$ cat config.mk
export PLATFORM = sky130hd
export DESIGN_NAME = bf_core_param
export DESIGN_NICKNAME = d
export VERILOG_FILES = /design/src/rtl/bf_core_param.sv
export SDC_FILE = /design/constraint.sdc
export NUM_CORES = 1
export LEC_CHECK = 0
export CORE_ASPECT_RATIO = 1.25
export CORE_MARGIN = 5
export CORE_UTILIZATION = 43
export CTS_CLUSTER_DIAMETER = 50
export DETAILED_ROUTE_END_ITERATION = 8
export PLACE_DENSITY = 0.76
export RECOVER_POWER = 25
export SYNTH_ARGS = -nofsm -noshare
export SYNTH_HDL_FRONTEND = slang
export SYNTH_SLANG_ARGS = --single-unit
export TNS_END_PERCENT = 30
$ cat constraint.sdc
create_clock -name clock_i -period 4.6 [get_ports clock_i]
set_clock_uncertainty 0.1 [all_clocks]
set_input_delay 0.92 -clock clock_i [delete_from_list [all_inputs] [get_ports clock_i]]
set_output_delay 0.92 -clock clock_i [all_outputs]
set_load 0.01 [all_outputs]
$ cat src/rtl/bf_core_param.sv
// Parametrised eight-opcode tape machine core with valid/ready byte I/O, end-of-program halt and
// error trap. Define BFCORE_SP_BOUNDS_EN to trap '<' at sp==0 and '>' at sp==TAPE_LEN-1.
module bf_core_param #(
    parameter int unsigned CELL_W   = 8,
    parameter int unsigned ADDR_W   = 16,
    parameter int unsigned PC_W     = 16,
    parameter int unsigned PROG_LEN = 65535,
    parameter int unsigned DEPTH_W  = 8,
    parameter int unsigned TAPE_LEN = 65536
) (
    input  logic              clock_i,
    input  logic              reset_i,
    output logic [PC_W-1:0]   pc_o,
    input  logic [2:0]        pmem_data_i,
    output logic [ADDR_W-1:0] sp_o,
    input  logic [CELL_W-1:0] tape_rdata_i,
    output logic              tape_we_o,
    output logic [CELL_W-1:0] tape_wdata_o,
    output logic              out_valid_o,
    input  logic              out_ready_i,
    output logic [CELL_W-1:0] out_data_o,
    input  logic              in_valid_i,
    output logic              in_ready_o,
    input  logic [CELL_W-1:0] in_data_i,
    output logic              halted_o,
    output logic              error_o
);

    typedef enum logic [3:0] {
        StFetch, StExec, StWb, StSkipF, StSkipB, StOut, StIn, StHalt, StError
    } state_e;

    typedef enum logic [2:0] {
        OpInc, OpDec, OpRight, OpLeft, OpOpen, OpClose, OpOut, OpIn
    } op_e;

    localparam logic [PC_W-1:0]    PcEnd    = PC_W'(PROG_LEN);
    localparam logic [DEPTH_W-1:0] DepthMax = {DEPTH_W{1'b1}};
    localparam logic [DEPTH_W-1:0] DepthOne = DEPTH_W'(1);
`ifdef BFCORE_SP_BOUNDS_EN
    localparam logic [ADDR_W-1:0]  SpLast   = ADDR_W'(TAPE_LEN - 1);
`endif

    if (64'(TAPE_LEN) > (64'd1 << ADDR_W)) begin : g_tape_len_chk
        $error("TAPE_LEN exceeds the sp address range");
    end

    state_e              state_q, state_d;
    op_e                 op_q, op_d;
    logic [PC_W-1:0]     pc_q, pc_d;
    logic [ADDR_W-1:0]   sp_q, sp_d;
    logic [DEPTH_W-1:0]  depth_q, depth_d;
    logic                tape_we_q, tape_we_d;
    logic [CELL_W-1:0]   tape_wdata_q, tape_wdata_d;
    logic                out_valid_q, out_valid_d;
    logic [CELL_W-1:0]   out_data_q, out_data_d;
    logic                in_ready_q, in_ready_d;
    logic                halted_q, halted_d;
    logic                error_q, error_d;

    always_ff @(posedge clock_i) begin
        if (reset_i) begin
            state_q      <= StFetch;
            op_q         <= OpInc;
            pc_q         <= '0;
            sp_q         <= '0;
            depth_q      <= '0;
            tape_we_q    <= 1'b0;
            tape_wdata_q <= '0;
            out_valid_q  <= 1'b0;
            out_data_q   <= '0;
            in_ready_q   <= 1'b0;
            halted_q     <= 1'b0;
            error_q      <= 1'b0;
        end else begin
            state_q      <= state_d;
            op_q         <= op_d;
            pc_q         <= pc_d;
            sp_q         <= sp_d;
            depth_q      <= depth_d;
            tape_we_q    <= tape_we_d;
            tape_wdata_q <= tape_wdata_d;
            out_valid_q  <= out_valid_d;
            out_data_q   <= out_data_d;
            in_ready_q   <= in_ready_d;
            halted_q     <= halted_d;
            error_q      <= error_d;
        end
    end

    always_comb begin
        state_d      = state_q;
        op_d         = op_q;
        pc_d         = pc_q;
        sp_d         = sp_q;
        depth_d      = depth_q;
        tape_we_d    = 1'b0;
        tape_wdata_d = tape_wdata_q;
        out_valid_d  = out_valid_q;
        out_data_d   = out_data_q;
        in_ready_d   = in_ready_q;
        halted_d     = halted_q;
        error_d      = error_q;

        unique case (state_q)
            StFetch: begin
                if (pc_q == PcEnd) begin
                    state_d  = StHalt;
                    halted_d = 1'b1;
                end else begin
                    op_d    = op_e'(pmem_data_i);
                    state_d = StExec;
                end
            end
            StExec: begin
                unique case (op_q)
                    // Cell results are staged so the write strobe is high during WB.
                    OpInc, OpDec: begin
                        tape_we_d    = 1'b1;
                        tape_wdata_d = (op_q == OpInc) ? tape_rdata_i + CELL_W'(1)
                                                       : tape_rdata_i - CELL_W'(1);
                        state_d      = StWb;
                    end
                    OpRight: begin
                        state_d = StWb;
`ifdef BFCORE_SP_BOUNDS_EN
                        if (sp_q == SpLast) begin
                            state_d = StError;
                            error_d = 1'b1;
                        end
`endif
                    end
                    OpLeft: begin
                        state_d = StWb;
`ifdef BFCORE_SP_BOUNDS_EN
                        if (sp_q == '0) begin
                            state_d = StError;
                            error_d = 1'b1;
                        end
`endif
                    end
                    OpOpen: begin
                        pc_d = pc_q + PC_W'(1);
                        if (tape_rdata_i == '0) begin
                            depth_d = DepthOne;
                            state_d = StSkipF;
                        end else begin
                            state_d = StFetch;
                        end
                    end
                    OpClose: begin
                        if (tape_rdata_i == '0) begin
                            pc_d    = pc_q + PC_W'(1);
                            state_d = StFetch;
                        end else if (pc_q == '0) begin
                            state_d = StError;
                            error_d = 1'b1;
                        end else begin
                            depth_d = DepthOne;
                            pc_d    = pc_q - PC_W'(1);
                            state_d = StSkipB;
                        end
                    end
                    OpOut: begin
                        out_valid_d = 1'b1;
                        out_data_d  = tape_rdata_i;
                        state_d     = StOut;
                    end
                    OpIn: begin
                        in_ready_d = 1'b1;
                        state_d    = StIn;
                    end
                endcase
            end
            StWb: begin
                if (op_q == OpRight) begin
                    sp_d = sp_q + ADDR_W'(1);
                end else if (op_q == OpLeft) begin
                    sp_d = sp_q - ADDR_W'(1);
                end
                pc_d    = pc_q + PC_W'(1);
                state_d = StFetch;
            end
            StSkipF: begin
                if (pc_q == PcEnd || (pmem_data_i == OpOpen && depth_q == DepthMax)) begin
                    state_d = StError;
                    error_d = 1'b1;
                end else begin
                    pc_d = pc_q + PC_W'(1);
                    if (pmem_data_i == OpOpen) begin
                        depth_d = depth_q + DepthOne;
                    end else if (pmem_data_i == OpClose) begin
                        depth_d = depth_q - DepthOne;
                        if (depth_q == DepthOne) state_d = StFetch;
                    end
                end
            end
            StSkipB: begin
                if (pmem_data_i == OpClose && depth_q == DepthMax) begin
                    state_d = StError;
                    error_d = 1'b1;
                end else if (pmem_data_i == OpOpen && depth_q == DepthOne) begin
                    // Matching '[' found: resume at the first instruction of the loop body.
                    depth_d = '0;
                    pc_d    = pc_q + PC_W'(1);
                    state_d = StFetch;
                end else if (pc_q == '0) begin
                    state_d = StError;
                    error_d = 1'b1;
                end else begin
                    pc_d = pc_q - PC_W'(1);
                    if (pmem_data_i == OpClose) begin
                        depth_d = depth_q + DepthOne;
                    end else if (pmem_data_i == OpOpen) begin
                        depth_d = depth_q - DepthOne;
                    end
                end
            end
            StOut: begin
                if (out_ready_i) begin
                    out_valid_d = 1'b0;
                    pc_d        = pc_q + PC_W'(1);
                    state_d     = StFetch;
                end
            end
            StIn: begin
                if (in_valid_i) begin
                    in_ready_d   = 1'b0;
                    tape_we_d    = 1'b1;
                    tape_wdata_d = in_data_i;
                    state_d      = StWb;
                end
            end
            StHalt, StError: ;
            default: begin
                state_d = StError;
                error_d = 1'b1;
            end
        endcase
    end

    assign pc_o         = pc_q;
    assign sp_o         = sp_q;
    assign tape_we_o    = tape_we_q;
    assign tape_wdata_o = tape_wdata_q;
    assign out_valid_o  = out_valid_q;
    assign out_data_o   = out_data_q;
    assign in_ready_o   = in_ready_q;
    assign halted_o     = halted_q;
    assign error_o      = error_q;

endmodule

==> metrics <==
I/O Buffers=75; Worst R2R Path Depth=11; reg2reg end=sp_o[15]; R2R Setup Slk=1.23 ns; Die Y=130 um; CTS buffer count=9; Total Power=2.12 mW; share of cells above drive strength 1=4.34%; antenna violations before repair=0; H-tree levels=3; XOR/XNOR Fraction of Synth Area=2.82%; die width=106 um; hpwl dp=9810 um; Fin. Hold Viols=0; Hold WS=0.347 ns; outcome=complete, no violations; Setup-failing EPs final=0; Simple-Gate Fraction of Synth Area=29.2%; Peak Freq=290 MHz; number of synthesized flops with an enable pin=0; Compound-Gate Fraction of Synth Area=23.6%; Remaining DRCs=0; Max clock buf depth=2; max cap viols=0; pin count of the biggest net entering global routing=59; average routed wire per standard cell=16.3 um; Mean Syn Cell Area=7.77 um2; clock-pin slew on the worst setup and hold paths=0.05 ns; initial DRC count=246; critical path's largest stage delay=0.65 ns; vias in the first global route=4704; Final Cycle Share=74.9%; Pre-antenna DRT Iters=4; CP max FO=15; Period minus WS final=3.45 ns; GP Congestion=0.903; cell count after synthesis=639; Worst EP required=4.72 ns; Overflow after GRT=0; FFs w/ async S/R, synth=0%; hold depth=2; Post-DRT Antenna Nets=0; TritonCTS clock tree=yes; worst skew pair latency=0.34 ns; post-CTS setup buffers=0; Worst Tran Pin Value=0.947 ns; Layout area overhead=20.5%; routed vias/inst=6.07; Post-Syn Nets=689; main combinational cell family by area after synthesis=simple AND/OR/NAND/NOR gates; final wirelength=13500 um; ant diodes=0; hold endpoint=error_o; Arr. time, crit path=3.57 ns; Worst Setup End Kind=register; first-pass GRT wire length=22400 um; Util after Layout=53.4%; Hold WC Path Type=register to register; Worst Setup Start Kind=input port; r2r startpoint=op_q[0]; PwrDens=354 nW/um2; Crit-path slowest cell=or4_1; Boundary Pins=76; clock sink count=68; sequential area share after synthesis=27.4%; fin. max-slew vios=0; setup_tns=0 ns; clk root buf=clkbuf_16; synthesized cell area=4960 um2; Post-CTS Resized=0; Initial Util=44.3%; post-synthesis mux area share=5.57%; all-layer global routing usage=19.6%; Yosys cell types=77; hold_buf cts=0; max_slew headroom=36.0%; hold path start=error_o; nets@finish=741; Yosys reg bits=68; Max IR drop VDD=0.192 mV; total number of yosys warnings=0; ys flop type=dfxtp_1; Leakage=2.29 nW; num rows=43; worst-path cell chain=clkdlybuf4s50_1 > or4_1 > o21ai_1 > o21bai_1 > buf_4 > or3_1 > a21oi_1 > mux2_1; crit path kind=input port to register; Core ar.=11200 um2; vias post-DR=5011; Die ar.=13800 um2; RSZ-0062 raised after global routing=no; area share of fa/ha/maj cells after synthesis=7.11%
[power breakdown]
| group | internal [mW] | leakage, nW | switching, mW |
|---|---|---|---|
| logic | 0.346 | 1.62 | 0.464 |
| registers | 0.640 | 0.551 | 0.0777 |
| clock network | 0.348 | 0.116 | 0.242 |
[cells in the mapped netlist, drive strengths merged (8+ instances only)]
cell	instances	area (um2)
nand4	15	93.8
or4	8	63.8
or3	13	81.3
nand2	58	218
nor2	74	278
inv	10	37.5
buf	9	58.8
a211oi	14	105
nor2b	17	106
clkbuf	31	116
nand3	28	140
xnor2	12	105
dfxtp	68	1360
mux2	11	124
and3	8	50.1
o21ai	37	185
a21oi	49	249
ha	25	313
nor3	17	85.1
mux2i	13	130
[worst max path at each step]
stage	startpoint	slack (ns)	depth (start not counted)	to
2_1_floorplan	op_q[1]	1.20	9	sp_o[15]
3_3_place_gp	tape_rdata_i[2]	0.92	8	pc_o[6]
3_5_place_dp	tape_rdata_i[2]	0.84	8	pc_o[6]
4_1_cts	tape_rdata_i[2]	1.19	8	pc_o[6]
5_1_grt	tape_rdata_i[2]	1.0	8	pc_o[6]
6_report	tape_rdata_i[2]	1.15	8	pc_o[6]
[layout by cell type, fill, tap and decap left out, types with 4 or more instances in the layout]
cell type        synthesis  layout
nor2_1                  74      74
dfxtp_1                 68      68
nand2_1                 58      58
clkdlybuf4s50_1          0      49
a21oi_1                 48      48
o21ai_0                 35      35
nand3_1                 28      28
ha_1                    25      25
dlygate4sd3_1            0      25
nor2b_1                 17      17
nor3_1                  17      17
nand4_1                 15      15
a211oi_1                14      14
or3_1                   13      13
mux2i_1                 13      13
xnor2_1                 12      12
mux2_1                  11      11
inv_1                   10      10
clkbuf_16                0       9
and3_1                   8       8
or4_1                    7       7
a21o_1                   7       7
nor4_1                   6       6
o211ai_1                 6       6
a31oi_1                  6       6
buf_4                    1       6
nand3b_1                 5       5
o21bai_1                 5       5
a21boi_0                 5       5
o22ai_1                  4       4
nand2b_1                 4       4
o311ai_0                 4       4
xor2_1                   4       4
a2111oi_0                4       4
a311oi_1                 4       4
[area by class of cell]
| class | instances | area, um2 |
|---|---|---|
| Timing Repair Buffer | 81 | 791 |
| Clock buffer | 10 | 229 |
| Clock inverter | 1 | 5.00 |
| Sequential cell | 68 | 1360 |
| Inverter | 10 | 37.5 |
| Multi-Input combinational cell | 521 | 3390 |
| Fill cell | 1058 | 5210 |
| Tap cell | 135 | 169 |
[stage by stage]
stage	area [um2]	instances	setup slack, ns
2_1_floorplan	4960	639	1.20
3_3_place_gp	5750	815	0.924
3_5_place_dp	5750	815	0.840
4_1_cts	5980	826	1.19
5_1_grt	5980	826	0.999
6_report	5980	826	1.15
[registers in the layout (all words and copies together) (netlist names)]
signal        flops
out_valid_o       1
state_q           4
tape_we_o         1
depth_q           8
error_o           1
halted_o          1
out_data_o        8
sp_o             16
tape_wdata_o      8
op_q              3
in_ready_o        1
pc_o             16
[cells by family (layout without fill, tap and decap cells)]
logic type / after synthesis / after routing
mux: 25 / 25
xor+xnor: 16 / 16
compound gates: 175 / 175
flops: 68 / 68
fa+ha+maj: 27 / 27
simple gates: 278 / 278
buf+inv: 50 / 102
[worst max-delay path, delay by kind of cell]
kind / cells / cell delay, ns
mux: 1 / 0.33
buf+inv: 2 / 0.68
simple gates: 2 / 0.96
compound gates: 3 / 0.68
[layer usage]
| metal | vias up | routed length [um] | track usage, % |
|---|---|---|---|
| met1 | 2359 | 5950 | 23.8 |
| li1 | 2489 | - | - |
| met2 | 146 | 6670 | 34.8 |
| met4 | 0 | 202 | 6.63 |
| met5 | - | 0 | 0 |
| met3 | 17 | 661 | 3.86 |
Power figures use the tool's default switching activity.
